===== config.mk =====
export PLATFORM = sky130hd
export DESIGN_NAME = eca_engine_flat
export DESIGN_NICKNAME = d
export VERILOG_FILES = /design/src/rtl/eca_pkg.sv /design/src/rtl/eca_if.sv /design/src/rtl/eca_step.sv /design/src/rtl/eca_engine.sv /design/src/flat_wrapper.sv
export SDC_FILE = /design/constraint.sdc
export NUM_CORES = 1
export LEC_CHECK = 0
export BUFFER_PORTS_ARGS = -buffer_cell sky130_fd_sc_hd__buf_2
export CAP_MARGIN = 15
export CORE_MARGIN = 3
export CORE_UTILIZATION = 35
export DETAILED_ROUTE_END_ITERATION = 16
export MAX_ROUTING_LAYER = met4
export PLACE_DENSITY = 0.5
export SLEW_MARGIN = 10
export SYNTH_ARGS = -nofsm -noshare
export SYNTH_HDL_FRONTEND = slang
export SYNTH_SLANG_ARGS = --single-unit

===== constraint.sdc =====
create_clock -name clk -period 2 [get_ports clk]
set_input_delay 0.3 -clock clk [delete_from_list [all_inputs] [get_ports clk]]
set_output_delay 0.3 -clock clk [all_outputs]
set_load 0.05 [all_outputs]

===== src/rtl/eca_pkg.sv =====
// rtl/eca_pkg.sv - shared types and constants for the elementary cellular automaton engine
package eca_pkg;

    localparam int OUT_W = 16;

    typedef enum logic [1:0] {
        IDLE = 2'd0,
        EMIT = 2'd1,
        STEP = 2'd2
    } state_t;

endpackage


===== src/rtl/eca_if.sv =====
// rtl/eca_if.sv - seed-load and word-stream handshake bundle for eca_engine
interface eca_if;
    import eca_pkg::*;

    logic             load_valid;
    logic [7:0]       load_data;
    logic             load_ready;

    logic             out_valid;
    logic [OUT_W-1:0] out_data;
    logic             out_ready;
    logic             out_last;
    logic [7:0]       out_gen;

    modport master (
        output load_valid, load_data, out_ready,
        input  load_ready, out_valid, out_data, out_last, out_gen
    );

    modport slave (
        input  load_valid, load_data, out_ready,
        output load_ready, out_valid, out_data, out_last, out_gen
    );

endinterface


===== src/rtl/eca_step.sv =====
// rtl/eca_step.sv - combinational next-generation evaluation of the cell array
module eca_step #(
    parameter int WIDTH = 64
) (
    input  logic [WIDTH-1:0] cells,
    input  logic [7:0]       rule,
    input  logic             wrap,
    output logic [WIDTH-1:0] next_cells
);

    // left[i] is cell[i+1] and right[i] is cell[i-1]; the ends either wrap or see a zero
    logic [WIDTH-1:0] left;
    logic [WIDTH-1:0] right;

    assign left  = {wrap & cells[0], cells[WIDTH-1:1]};
    assign right = {cells[WIDTH-2:0], wrap & cells[WIDTH-1]};

    for (genvar i = 0; i < WIDTH; i++) begin : g_cell
        assign next_cells[i] = rule[{left[i], cells[i], right[i]}];
    end

endmodule


===== src/rtl/eca_engine.sv =====
// rtl/eca_engine.sv - byte-loaded elementary cellular automaton streaming 16-bit words per generation
module eca_engine
    import eca_pkg::*;
#(
    parameter int WIDTH = 64
) (
    input  logic       clk,
    input  logic       rst,
    input  logic [7:0] rule,
    input  logic       wrap,
    input  logic [7:0] gens,
    input  logic       start,
    output logic       busy,
    output logic       done,
    eca_if.slave       bus
);

    localparam int NW = WIDTH / OUT_W;
    localparam int IW = (NW > 1) ? $clog2(NW) : 1;
    localparam logic [IW-1:0] LAST_IDX = IW'(NW - 1);

    if ((WIDTH % OUT_W) != 0 || WIDTH < OUT_W) begin : g_bad_width
        $error("eca_engine: WIDTH must be a multiple of 16 and at least 16");
    end

    state_t           state;
    logic [WIDTH-1:0] cells;
    logic [WIDTH-1:0] next_cells;
    logic [IW-1:0]    word_idx;
    logic [7:0]       out_gen_q;
    logic [7:0]       rule_q;
    logic             wrap_q;
    logic [7:0]       gens_q;
    logic             out_valid_q;
    logic             load_ready_q;
    logic             busy_q;
    logic             done_q;

    // Word k of the frame is taken from the most significant end downward
    logic [OUT_W-1:0] words [NW];
    for (genvar k = 0; k < NW; k++) begin : g_words
        assign words[k] = cells[WIDTH-1-OUT_W*k -: OUT_W];
    end

    eca_step #(.WIDTH(WIDTH)) u_step (
        .cells      (cells),
        .rule       (rule_q),
        .wrap       (wrap_q),
        .next_cells (next_cells)
    );

    // Stream outputs derive only from registers, so they hold while the sink stalls
    assign bus.out_valid  = out_valid_q;
    assign bus.out_data   = out_valid_q ? words[word_idx] : '0;
    assign bus.out_last   = out_valid_q && (word_idx == LAST_IDX);
    assign bus.out_gen    = out_gen_q;
    assign bus.load_ready = load_ready_q;
    assign busy           = busy_q;
    assign done           = done_q;

    // Control FSM: seed loading and run launch in IDLE, frame streaming in EMIT, one update in STEP
    always_ff @(posedge clk) begin
        if (rst) begin
            state        <= IDLE;
            cells        <= '0;
            word_idx     <= '0;
            out_gen_q    <= '0;
            rule_q       <= '0;
            wrap_q       <= 1'b0;
            gens_q       <= '0;
            out_valid_q  <= 1'b0;
            load_ready_q <= 1'b1;
            busy_q       <= 1'b0;
            done_q       <= 1'b0;
        end else begin
            done_q <= 1'b0;
            case (state)
                IDLE: begin
                    if (bus.load_valid) begin
                        // a load always beats a simultaneous start
                        cells <= {cells[WIDTH-9:0], bus.load_data};
                    end else if (start) begin
                        rule_q       <= rule;
                        wrap_q       <= wrap;
                        gens_q       <= gens;
                        out_gen_q    <= '0;
                        word_idx     <= '0;
                        out_valid_q  <= 1'b1;
                        load_ready_q <= 1'b0;
                        busy_q       <= 1'b1;
                        state        <= EMIT;
                    end
                end
                EMIT: begin
                    if (bus.out_ready) begin
                        if (word_idx == LAST_IDX) begin
                            word_idx    <= '0;
                            out_valid_q <= 1'b0;
                            if (out_gen_q == gens_q) begin
                                load_ready_q <= 1'b1;
                                busy_q       <= 1'b0;
                                done_q       <= 1'b1;
                                state        <= IDLE;
                            end else begin
                                state <= STEP;
                            end
                        end else begin
                            word_idx <= word_idx + 1'b1;
                        end
                    end
                end
                STEP: begin
                    cells       <= next_cells;
                    out_gen_q   <= out_gen_q + 8'd1;
                    out_valid_q <= 1'b1;
                    state       <= EMIT;
                end
                default: begin
                    out_valid_q  <= 1'b0;
                    load_ready_q <= 1'b1;
                    busy_q       <= 1'b0;
                    state        <= IDLE;
                end
            endcase
        end
    end

endmodule


===== src/flat_wrapper.sv =====
// flat-port wrapper written by rule: the top's interface ports become plain ports
module eca_engine_flat import eca_pkg::*;
#(
    parameter int WIDTH = 64
)
  (clk, rst, rule, wrap, gens, start, busy, done, bus_load_valid, bus_load_data, bus_out_ready, bus_load_ready, bus_out_valid, bus_out_data, bus_out_last, bus_out_gen);
  eca_if bus_i ();
  input  logic clk;
  input  logic rst;
  input  logic [7:0] rule;
  input  logic wrap;
  input  logic [7:0] gens;
  input  logic start;
  output logic busy;
  output logic done;
  input wire logic [$bits(bus_i.load_valid)-1:0] bus_load_valid;
  input wire logic [$bits(bus_i.load_data)-1:0] bus_load_data;
  input wire logic [$bits(bus_i.out_ready)-1:0] bus_out_ready;
  output wire logic [$bits(bus_i.load_ready)-1:0] bus_load_ready;
  output wire logic [$bits(bus_i.out_valid)-1:0] bus_out_valid;
  output wire logic [$bits(bus_i.out_data)-1:0] bus_out_data;
  output wire logic [$bits(bus_i.out_last)-1:0] bus_out_last;
  output wire logic [$bits(bus_i.out_gen)-1:0] bus_out_gen;
  assign bus_i.load_valid = bus_load_valid;
  assign bus_i.load_data = bus_load_data;
  assign bus_i.out_ready = bus_out_ready;
  assign bus_load_ready = bus_i.load_ready;
  assign bus_out_valid = bus_i.out_valid;
  assign bus_out_data = bus_i.out_data;
  assign bus_out_last = bus_i.out_last;
  assign bus_out_gen = bus_i.out_gen;
  eca_engine #(.WIDTH(WIDTH)) u_core (.clk(clk), .rst(rst), .rule(rule), .wrap(wrap), .gens(gens), .start(start), .busy(busy), .done(done), .bus(bus_i));
endmodule

==> results by group, run 1 <==
Timing
  – Worst slew pin tran: 0.501 ns
  – Hold WS: 0.151 ns
  – Final Skew: 0.0174 ns
  – Headroom to the max-slew limit: 66.6%
  – Tcrit/Tclk final: 105%
  – Max-slew violation count: 0
  – Peak Freq: 0.475 GHz
  – Final Setup Violations: 16
  – Fin. Hold Viols: 0
  – Final min period: 2.11 ns
  – Unrepaired setup endpoints after global routing: yes
  – Final WS setup: -0.105 ns

Detailed routing
  – Vias per cell: 6.35
  – Routed Wire Length: 30,600 um
  – Wire per inst: 25.2 um
  – # DRC: 0
  – Drt pass-1 iters: 7
  – Vias: 7,707
  – Detailed Route Iter0 Violations: 831
  – Routed Antenna Nets: 0

Layout
  – Diode count: 0
  – Finished Layout Cells: 1,213
  – Final nets: 916
  – Layout area overhead: 15.9%
  – Finished layout cell area: 10,100 sq um
  – Layout cells sized above 1: 40.2%
  – # fillers: 2,353

Clock tree
  – H-tree depth: 3
  – Clk_lat worst skew: 0.37 ns
  – CTS sink count: 97
  – CTS tree: yes
  – Root Driver: clkbuf_16
  – Hold_buf cts: 0
  – Bufs on Longest Clock Path: 2
  – Clock transition at path regs: 0.09 ns
  – Clock buffer count from CTS: 9

Place
  – Post-DP HPWL: 20,200 um
  – GPL Wtd Cong: 0.842
  – Number of port buffers: 58
  – Placed Cells incl. Taps: 1,195
  – Placed Area: 9630 sq um

Floorplan
  – Core area: 24,500 sq um
  – Cell Rows: 57
  – Top Ports: 59
  – Initial core utilization: 35.7%
  – Die width: 164 um
  – DIE AREA: 26,900 sq um
  – Die Span Y: 164 um

Yosys
  – Synth area leader: mux4_2
  – Yosys warning total: 0
  – Synth Register Bits: 97
  – Number of synthesized flops with an enable pin: 0
  – FFs w/ async S/R, synth: 0%
  – Post-Synthesis Cells: 877
  – Synth top cells by count: 144 x mux4_2, 97 x clkbuf_1, 97 x dfxtp_1
  – Most used DFF post-synth: dfxtp_1
  – Syn Area/Cell: 9.96 sq um
  – Register area share after synthesis: 22.2%
  – Post-synthesis cell area: 8740 sq um
  – Syn nets: 909
  – Synth top area cells: mux4_2 37%, dfxtp_1 22%, clkbuf_1 4.2%
  – Post-synth top area share: 37.1%
  – Synth cell types: 46
  – Top-count cell post-synth: mux4_2

Critical path
  – Worst-path maximum fanout: 7
  – Crit end category: primary output
  – Required @ worst endpoint: 1.70 ns
  – CP Class: reg -> out
  – Crit path DAT: 1.81 ns
  – Startpoint types: flop

Global routing
  – Vias in the first global route: 7,425
  – Largest net degree at the start of global routing: 64
  – Grt total ovfl: 0
  – Overall Global Routing Usage: 23.6%
  – First-pass GRT wire length: 47,300 um
  – Number of antenna violations at the first check in global routing: 0

Pwr
  – Worst VDD drop: 0.000440 V
  – Power per cell area: 492 nW/um^2
  – P_leak: 0.00354 uW

Min path
  – HP Class: in -> reg

Run status
  – Status: complete, but fails checks
  – Failing checks: negative setup slack

Run
  – Max Cap Viol: 0
[cells by family after synthesis]
kind of cell    share of synthesized area, %
compound gates                          10.4
xor+xnor                               0.902
fa+ha+maj                              0.286
buf+inv                                 8.53
flops                                   22.2
mux                                     40.8
simple gates                            16.9
[layer usage]
| layer | track usage, % | vias to the layer above | share of wire, % |
|---|---|---|---|
| met2 | 34.7 | 367 | 45 |
| met3 | 4.79 | 45 | 8.4 |
| met5 | - | - | 0 |
| li1 | - | 3338 | - |
| met4 | 7.84 | 0 | 3.4 |
| met1 | 32.8 | 3957 | 43 |
[layout make-up]
type / count / area, sq um / share of cell area (%)
multi-input cells: 610 / 6120 / 60.4
well taps: 324 / 405 / 4.00
inverters: 5 / 18.8 / 0.185
clock inverters: 7 / 76.3 / 0.754
repair buffers: 161 / 1330 / 13.1
flip-flops and latches: 97 / 1960 / 19.3
clock buffers: 9 / 225 / 2.22
[through the flow]
stage	setup slack (ns)	utilization (%)	power [uW]	setup TNS [ns]
final	-0.105	41.4	4980	-0.988
after global routing	-0.154	41.4	5170	-1.68
after CTS	-0.120	41.4	5000	-1.28
after detailed placement	0.194	39.4	3120	0
after global placement	0.187	39.4	3120	0
after floorplan	0.00233	-	2790	0
[report_power, final]
| part | switching [uW] | total, uW | leakage [uW] | internal, uW |
|---|---|---|---|---|
| combinational | 520 | 996 | 0.00260 | 476 |
| clock | 986 | 1890 | 0.000150 | 900 |
| sequential | 115 | 2100 | 0.000792 | 1980 |
[cell usage in the layout (no fill, tap or decap), drive strengths merged, types with 2 or more instances in the layout]
master and instances:
o31ai 2, xor2 9, and3 29, dfxtp 97
o21ai 10, inv 11, mux2 2, buf 161
nor2 46, mux2i 30, ha 2, nor4 31
nor3 30, nor2b 30, a22oi 3, a221oi 3
a21boi 2, o22ai 29, mux4 144, or4 2
a211oi 29, nand3 6, and2 19, a21oi 61
clkbuf 9, nand2 43, nand2b 31, nand4 2
or3 3
[final timing paths]
check             slack, ns                         startpoint  cells past startpoint                                 to
setup / recovery      -0.11    u_core.word_idx[1]$_SDFFE_PP0P_                      4                   bus_out_data[13]
hold / removal         0.15                            rule[4]                      3      u_core.rule_q[4]$_SDFFE_PP0P_
setup reg to reg       0.17      u_core.cells[24]$_SDFFE_PP0P_                      4      u_core.cells[24]$_SDFFE_PP0P_
hold reg to reg        0.47  u_core.bus.out_valid$_SDFFE_PP0P_                      2  u_core.bus.out_valid$_SDFFE_PP0P_
[worst max-delay path, stage by stage (launching register included)]
cell     delay [ns]
dfxtp_4        0.43
buf_12         0.15
mux4_2         0.53
and2_4         0.18
buf_8          0.14
[registers in the layout (all words and copies together), names as in the netlist, 2 cells and up]
| register | cells |
|---|---|
| u_core.cells | 64 |
| u_core.word_idx | 2 |
| u_core.bus.out_gen | 8 |
| u_core.gens_q | 8 |
| u_core.rule_q | 8 |
| u_core.state | 2 |
[repair_timing]
item	CTS	global route
endpoints found under the setup margin	16	17
buffers inserted	1	0
pin swaps	0	0
gates cloned	1	0
gates resized for setup	54	4
hold endpoints to repair	0	0
Power figures use the tool's default switching activity.
==> run 2: changes to the inputs <==
--- a/config.mk
+++ b/config.mk
@@ -8,10 +8,10 @@
 export BUFFER_PORTS_ARGS = -buffer_cell sky130_fd_sc_hd__buf_2
 export CAP_MARGIN = 15
 export CORE_MARGIN = 3
-export CORE_UTILIZATION = 35
+export CORE_UTILIZATION = 63
 export DETAILED_ROUTE_END_ITERATION = 16
 export MAX_ROUTING_LAYER = met4
-export PLACE_DENSITY = 0.5
+export PLACE_DENSITY = 0.82
 export SLEW_MARGIN = 10
 export SYNTH_ARGS = -nofsm -noshare
 export SYNTH_HDL_FRONTEND = slang
==> run 2 against run 1 <==
Effect of this change:
- the flow still finishes with violations (negative setup slack)
- fmax decreased by 0.58%
- combinational power decreased by 2.3%
- sequential share of layout area increased by 0.66 points
- clock power increased by 5%
- non-clock buffer count decreased by 21
- utilization increased by 31 points
- critical endpoint is now bus_out_data[14]
- highest routed layer unchanged
==> results by group, run 2 (synthesis results as in run 1) <==
Global routing
  – Number of antenna violations at the first check in global routing: 0 (unchanged)
  – Vias in the first global route: 8,040 (was 7,425)
  – Grt total ovfl: 0 (unchanged)
  – Overall Global Routing Usage: 38.9% (was 23.6%)
  – First-pass GRT wire length: 44,200 um (was 47,300 um)
  – Largest net degree at the start of global routing: 92 (was 64)

Critical path
  – Startpoint types: flop (unchanged)
  – Crit end category: primary output (unchanged)
  – Worst R2R End: u_core.cells[60]$_SDFFE_PP0P_ (was u_core.cells[24]$_SDFFE_PP0P_)
  – Required @ worst endpoint: 1.70 ns (about the same)
  – CP Class: reg -> out (unchanged)
  – Worst r2r path cells: 4 (unchanged)
  – Crit path DAT: 1.82 ns (was 1.81 ns)
  – Reg2reg setup slack: 0.09 ns (was 0.17 ns)
  – Worst r2r src: u_core.state[1]$_SDFFE_PP0P_ (was u_core.cells[24]$_SDFFE_PP0P_)
  – Start point of the critical path: u_core.word_idx[1]$_SDFFE_PP0P_ (unchanged)
  – Worst-path maximum fanout: 8 (was 7)

Detailed routing
  – Routed Wire Length: 27,900 um (was 30,600 um)
  – Routed Antenna Nets: 0 (unchanged)
  – Vias per cell: 7.76 (was 6.35)
  – Detailed Route Iter0 Violations: 1,747 (was 831)
  – Vias: 8,100 (was 7,707)
  – Drt pass-1 iters: 6 (was 7)
  – # DRC: 0 (unchanged)
  – Wire per inst: 26.7 um (was 25.2 um)

Clock tree
  – Root Driver: clkbuf_16 (unchanged)
  – Clock buffer count from CTS: 9 (unchanged)
  – Clock transition at path regs: 0.09 ns (about the same)
  – H-tree depth: 3 (unchanged)
  – CTS tree: yes (unchanged)
  – Bufs on Longest Clock Path: 2 (unchanged)
  – CTS sink count: 97 (unchanged)
  – Clk_lat worst skew: 0.37 ns (about the same)

Timing
  – Fin. Hold Viols: 0 (unchanged)
  – Unrepaired setup endpoints after global routing: yes (unchanged)
  – Final Setup Violations: 16 (unchanged)
  – Headroom to the max-slew limit: 54.6% (was 66.6%)
  – Final min period: 2.12 ns (was 2.11 ns)
  – Tcrit/Tclk final: 106% (was 105%)
  – Hold WS: 0.158 ns (was 0.151 ns)
  – Max-slew violation count: 0 (unchanged)
  – Peak Freq: 0.472 GHz (was 0.475 GHz)
  – Final WS setup: -0.117 ns (was -0.105 ns)
  – Worst slew pin tran: 0.674 ns (was 0.501 ns)
  – Final Skew: 0.00993 ns (was 0.0174 ns)

Floorplan
  – Top Ports: 59 (unchanged)
  – Initial core utilization: 65.2% (was 35.7%)
  – Die Span Y: 124 um (was 164 um)
  – Cell Rows: 42 (was 57)
  – Core area: 13,400 sq um (was 24,500 sq um)
  – Die width: 124 um (was 164 um)
  – DIE AREA: 15,300 sq um (was 26,900 sq um)

Layout
  – Layout cells sized above 1: 38.1% (was 40.2%)
  – Number of flip-flops in the largest register: 64 (unchanged)
  – Diode count: 0 (unchanged)
  – Finished layout cell area: 9760 sq um (was 10,100 sq um)
  – Area occupied by multi-input gates: 6120 sq um (unchanged)
  – Most frequent cells in the layout: 144 x mux4_2, 92 x dfxtp_1, 73 x buf_4 (was 144 x mux4_2, 93 x buf_4, 86 x dfxtp_1)
  – Layout area overhead: 11.7% (was 15.9%)
  – FF+latch area: 1950 sq um (was 1960 sq um)
  – Final nets: 895 (was 916)
  – Commonest non-fill, non-tap cell in the layout: mux4_2 (unchanged)
  – Core Util, Final: 72.8% (was 41.4%)
  – Largest register by flop count: u_core.cells (unchanged)
  – # fillers: 855 (was 2,353)

Min path
  – Worst hold path depth: 3 (unchanged)
  – HP Class: in -> reg (unchanged)
  – Hold endpoint: u_core.rule_q[3]$_SDFFE_PP0P_ (was u_core.rule_q[4]$_SDFFE_PP0P_)
  – HP Start: rule[3] (was rule[4])

Place
  – Placed Area: 9240 sq um (was 9630 sq um)
  – Number of port buffers: 58 (unchanged)
  – GPL Wtd Cong: 0.971 (was 0.842)
  – Post-DP HPWL: 17,300 um (was 20,200 um)
  – Worst slack, placed: 0.156 ns (was 0.194 ns)

Pwr
  – Power per cell area: 518 nW/um^2 (was 492 nW/um^2)
  – Worst VDD drop: 0.000476 V (was 0.000440 V)
  – P_leak: 0.00343 uW (was 0.00354 uW)

Run
  – Max Cap Viol: 0 (unchanged)

Run status
  – Failing checks: negative setup slack (unchanged)
  – Status: complete, but fails checks (unchanged)
run 2: timing repair:
action,CTS,global route
endpoints found under the setup margin,16,18
hold buffers,0,0
pin swaps,0,1
buffers inserted,1,0
gates cloned,1,0
resized for setup,51,3
run 2: how the worst max path moves through the flow:
stage / to / slack, ns / depth (start not counted)
finish: bus_out_data[14] / -0.12 / 4
global route: bus_out_data[5] / -0.14 / 4
CTS: bus_out_data[14] / -0.11 / 4
detailed placement: u_core.cells[50]$_SDFFE_PP0P_ / 0.16 / 4
global placement: bus_out_data[15] / 0.24 / 4
floorplan: bus_out_data[1] / 0.002 / 4
run 2: routing by layer:
metal | global-route usage (%) | wire length [um]
met2 | 55.4 | 12400
met3 | 12.8 | 4190
met1 | 48.7 | 9430
met4 | 22.6 | 1850
met5 | - | 0
run 2: cell type report:
type | count | area share, %
Inverter | 5 | 0.192
Clock buffer | 9 | 2.31
Multi-Input combinational cell | 610 | 62.7
Tap cell | 176 | 2.26
Timing Repair Buffer | 140 | 11.5
Clock inverter | 7 | 1.08
Sequential cell | 97 | 20.0
run 2: worst max-delay path: stages (launching register included):
cell and delay [ns]:
dfxtp_4 0.42, buf_12 0.17, mux4_2 0.52, and2_4 0.18, buf_6 0.14
run 2: where the power goes:
group          internal (uW)  leakage [uW]  total, uW  switching [uW]
clock network           1020      0.000162       1980             959
logic                    456       0.00248        973             517
registers               1980      0.000789       2100             112
run 2: through the flow:
step / setup TNS (ns) / power [uW] / std cells
6_report: -1.53 / 5050 / 1044
4_1_cts: -1.32 / 5000 / 1044
3_5_place_dp: 0 / 3060 / 1026
3_3_place_gp: 0 / 3020 / 1026
2_1_floorplan: 0 / 2790 / 877
5_1_grt: -1.98 / 5180 / 1044
